<file path="config.mk">
export PLATFORM = sky130hd
export DESIGN_NAME = pc_fetch_unit
export DESIGN_NICKNAME = d
export VERILOG_FILES = /design/src/rtl/pc_fetch_unit.sv
export SDC_FILE = /design/constraint.sdc
export NUM_CORES = 1
export LEC_CHECK = 0
export BUFFER_PORTS_ARGS = -buffer_cell sky130_fd_sc_hd__buf_4
export CAP_MARGIN = 20
export CORE_MARGIN = 4
export CORE_UTILIZATION = 45
export CTS_CLUSTER_DIAMETER = 100
export DETAILED_ROUTE_END_ITERATION = 12
export GPL_TIMING_DRIVEN = 1
export HOLD_SLACK_MARGIN = 0.02
export PLACE_DENSITY = 0.88
export SYNTH_ARGS = -nofsm -noshare
export SYNTH_HDL_FRONTEND = slang
export SYNTH_SLANG_ARGS = --single-unit
export TNS_END_PERCENT = 30
</file>
<file path="constraint.sdc">
create_clock -name clk -period 4.3 [get_ports clk]
set_clock_uncertainty 0.05 [all_clocks]
set_input_delay 0.215 -clock clk [delete_from_list [all_inputs] [get_ports clk]]
set_output_delay 0.215 -clock clk [all_outputs]
set_load 0.02 [all_outputs]
</file>
<file path="src/rtl/pc_fetch_unit.sv">
// Program-counter and instruction-fetch stage for the single-cycle core.
// Holds the architectural PC, fetches the word at that PC over a req/ack
// memory handshake, presents it downstream with valid/ready, and loads the
// next PC only when the current instruction retires.
module pc_fetch_unit #(
    parameter int unsigned pc_width    = 32,
    parameter int unsigned instr_width = 32,
    parameter logic [pc_width-1:0] reset_addr = '0,
    parameter int unsigned count_width = 16
) (
    input  logic                   clk,
    input  logic                   rst,
    input  logic [pc_width-1:0]    next_instr_addr,
    output logic [pc_width-1:0]    read_addr,
    output logic                   imem_req,
    output logic [pc_width-1:0]    imem_addr,
    input  logic                   imem_ack,
    input  logic [instr_width-1:0] imem_rdata,
    output logic [instr_width-1:0] instr,
    output logic                   instr_valid,
    input  logic                   instr_ready,
    input  logic                   halt,
    output logic                   halted,
    output logic [count_width-1:0] retired_count
);

    typedef enum logic [1:0] {
        IDLE   = 2'd0,
        REQ    = 2'd1,
        ISSUE  = 2'd2,
        HALTED = 2'd3
    } state_t;

    state_t                 state_q, state_d;
    logic [pc_width-1:0]    read_addr_q, read_addr_d;
    logic [instr_width-1:0] instr_q, instr_d;
    logic                   instr_valid_q, instr_valid_d;
    logic                   halted_q, halted_d;
    logic [count_width-1:0] count_q, count_d;

    // State register; reset abandons any outstanding fetch immediately.
    always_ff @(posedge clk or posedge rst) begin
        if (rst) begin
            state_q       <= IDLE;
            read_addr_q   <= reset_addr;
            instr_q       <= '0;
            instr_valid_q <= 1'b0;
            halted_q      <= 1'b0;
            count_q       <= '0;
        end else begin
            state_q       <= state_d;
            read_addr_q   <= read_addr_d;
            instr_q       <= instr_d;
            instr_valid_q <= instr_valid_d;
            halted_q      <= halted_d;
            count_q       <= count_d;
        end
    end

    // Next-state logic: fetch in REQ, wait for retire in ISSUE, park in HALTED.
    always_comb begin
        state_d       = state_q;
        read_addr_d   = read_addr_q;
        instr_d       = instr_q;
        instr_valid_d = instr_valid_q;
        halted_d      = halted_q;
        count_d       = count_q;

        unique case (state_q)
            IDLE: begin
                state_d = REQ;
            end
            REQ: begin
                if (imem_ack) begin
                    instr_d       = imem_rdata;
                    instr_valid_d = 1'b1;
                    state_d       = ISSUE;
                end
            end
            ISSUE: begin
                if (instr_ready) begin
                    read_addr_d   = next_instr_addr;
                    instr_valid_d = 1'b0;
                    count_d       = count_q + 1'b1;
                    if (halt) begin
                        halted_d = 1'b1;
                        state_d  = HALTED;
                    end else begin
                        state_d  = REQ;
                    end
                end
            end
            HALTED: begin
                instr_valid_d = 1'b0;
                halted_d      = 1'b1;
            end
            default: begin
                state_d = IDLE;
            end
        endcase
    end

    assign read_addr     = read_addr_q;
    assign imem_addr     = read_addr_q;
    assign imem_req      = (state_q == REQ);
    assign instr         = instr_q;
    assign instr_valid   = instr_valid_q;
    assign halted        = halted_q;
    assign retired_count = count_q;

endmodule

</file>
==> results.ini <==
[route]
route.final.wire_length_um = 7800
post-route-drc-count = 0
vias_per_cell = 4.78
wl_per_cell_um = 15.0
via_count = 2480
drtPass1Iterations = 4
antenna_left = 0
drt_iter0_drc = 40

[floorplanning]
floorplan.initialDensity_pct = 46.3
core_um2 = 7770
die_footprint_um2 = 9490
fp.dieH_um = 97.4
rows = 32
ioPinCount = 184
floorplan.die.width_um = 97.4

[synth]
netlist_area_um2 = 3600
ys_seq_area_share_pct = 58.4
synth_cells = 252
ys_seq_elements = 84
netlist.top_cell.by_area = sky130_fd_sc_hd__dfrtp_1
synth.top_cell.area_share_pct = 58.4
yosysWarnings = 0
distinct_cell_type_count_after_synthesis = 27
postSynthNetCount = 328
avgSynthCellArea_um2 = 14.3
netlist_top_cells_area = sky130_fd_sc_hd__dfrtp_1 (58%), sky130_fd_sc_hd__mux2_2 (12%), sky130_fd_sc_hd__mux2_1 (8.4%)

[finish]
layout_common_cells = sky130_fd_sc_hd__buf_4 (186), sky130_fd_sc_hd__dfrtp_1 (84), sky130_fd_sc_hd__mux2_2 (38)
final_common_cell = sky130_fd_sc_hd__buf_4
n_antenna_cell = 0
final_layout_fill_cell_count = 579
syn2layout_area_growth_pct = 42.0
post-route-util_pct = 65.8
drive_gt1_share_pct = 58.8
number_of_nets_in_the_finished_design = 489
layout.cell_area.non_filler_um2 = 5110

[placed_design]
io_port_bufs = 183
dp_worst_setup_slack_ns = 2.30
place_congestion = 0.778
dpl.hpwl_um = 6070
placed_cell_area_um2 = 4870

[timing]
drv_slew = 0
achievable_freq_mhz = 499
report.final.hold_viol_count = 0
relSlewSlack_pct = 50.5
min_period_ns = 2.00
final_critical_path_setup_slack_ns = 2.30
holdWs_ns = 0.0380
tightest_slew_ns = 0.742
tns_ns = 0
post-route-period-util_pct = 46.6
setup_repair_after_global_routing_missed_its_margin = no
final-setup-viol-count = 0

[worst_setup_path]
crit_buf_inv = 3
critPathRequiredTime_ns = 4.47
worstRegToRegCells = 6
ff2ff_setup_slack_ns = 2.30
slowest_cell_delay_on_critical_path_ns = 0.44
start_kind = register
criticalPathCategory = register to register
critical-path-top-delay-family = buffers and inverters
rr_endpoint = instr[31]
worstPathCellList = inv_1, ha_1, nand2_1, buf_16, buf_4, mux2_2
critical_path.slowest_cell = sky130_fd_sc_hd__dfrtp_1
critical_path_peak_fanout = 22
timing.critical_path.arrival_ns = 2.17
worstReg2RegStart = state_q[1]
critPathCaptureType = register

[clocking]
cts-root-buf = sky130_fd_sc_hd__clkbuf_8
tritoncts = yes
numCtsBuffers = 9
cts.htree.levels = 3
clock_latency_ns = 0.34
cts.sinks = 84
post_cts_buffers = 0
clk_pin_slew_worst_paths_ns = 0.09
ctsLongestPathBuffers = 2

[min_path]
min_from = next_instr_addr[17]
hold_depth = 2
hp-class = input port to register
holdPathEnd = imem_addr[17]

[grt]
grt_overflow = 0
via_count_of_the_first_global_routing_pass = 2589
global_route.usage.total_pct = 16.6
grt_first_pass_wirelength_um = 12800
grt_antenna_before_repair = 0
pin_count_of_the_biggest_net_entering_global_routing = 46

[run_status]
outcome = finished clean

[power]
ratio_of_total_power_to_cell_area_nw_per_um2 = 775
power.ir.vdd_worst_mv = 0.330
total_leakage_power_nw = 2.57

[run]
cap_violations = 0

per-layer routing:
| layer | vias up | track usage, % | part of all wire, % |
|---|---|---|---|
| li1 | 1149 | - | - |
| met1 | 1206 | 19.1 | 37 |
| met2 | 112 | 28.9 | 53 |
| met3 | 13 | 5.60 | 8.1 |
| met4 | 0 | 5.64 | 1.8 |
| met5 | - | 0 | 0 |
Yosys cell counts, drive strengths merged:
master  count
o31ai       1
ha          7
mux2       65
a21oi       1
o21ai       1
nor2b       3
nand2       9
inv         4
nor3        4
nand4       5
a311o       1
and4        1
and2        2
buf        39
xor2        4
a21o        1
and3        1
nor2        2
dfrtp      84
nand3       5
o41ai       1
xnor2      11
flip-flops by register name, summed over array words and instances (netlist names):
signal / cells
imem_addr: 32
instr: 32
retired_count: 16
state_q: 2
halted: 1
instr_valid: 1
cell type report:
cell class	count	area [µm²]	share of cell area, %
sequential	84	2100	41.1
timing repair buffer	189	1440	28.3
multi-input combinational	125	1200	23.4
clock buffer	10	138	2.69
tap	102	128	2.50
clock inverter	5	85.1	1.67
inverter	4	16.3	0.318
repair_timing:
| item | 4_1_cts | 5_1_grt |
|---|---|---|
| hold buffers | 2 | 0 |
| hold endpoints to repair | 45 | 0 |
| gates resized for setup | 0 | 0 |
stage by stage:
stage / total power [mW] / instances
final: 3.96 / 519
after global routing: 4.19 / 519
after CTS: 4.01 / 519
after detailed placement: 3.39 / 502
after global placement: 3.31 / 501
after floorplan: 2.62 / 252
report_power, final:
part | internal (mW) | total [mW] | switching (mW) | leakage (nW)
logic | 0.946 | 1.98 | 1.03 | 1.43
clock network | 0.343 | 0.617 | 0.274 | 0.109
registers | 1.13 | 1.37 | 0.239 | 1.03
total | 2.42 | 3.96 | 1.54 | 2.57
kinds of logic (layout without fill, tap and decap cells):
kind of cell | count (synthesis) | count (layout) | share of synthesized area (%)
adders and majority gates | 7 | 7 | 2.43
AOI/OAI and AO/OA | 6 | 6 | 1.22
DFF | 84 | 84 | 58.4
xor gates and xnor gates | 15 | 15 | 3.65
and+or+nand+nor | 32 | 32 | 5.60
buffers and inverters | 43 | 208 | 8.34
muxes | 65 | 65 | 20.3
worst max path at each step:
stage	from	to	slack, ns	cells after the start
detailed placement	state_q[1]	instr[31]	2.30	6
global route	state_q[1]	instr[31]	2.18	6
global placement	state_q[1]	instr[6]	1.96	5
finish	state_q[1]	instr[31]	2.30	6
CTS	state_q[1]	instr[31]	2.28	6
floorplan	rst	halted	1.87	1
(Power assumes the default switching activity.)
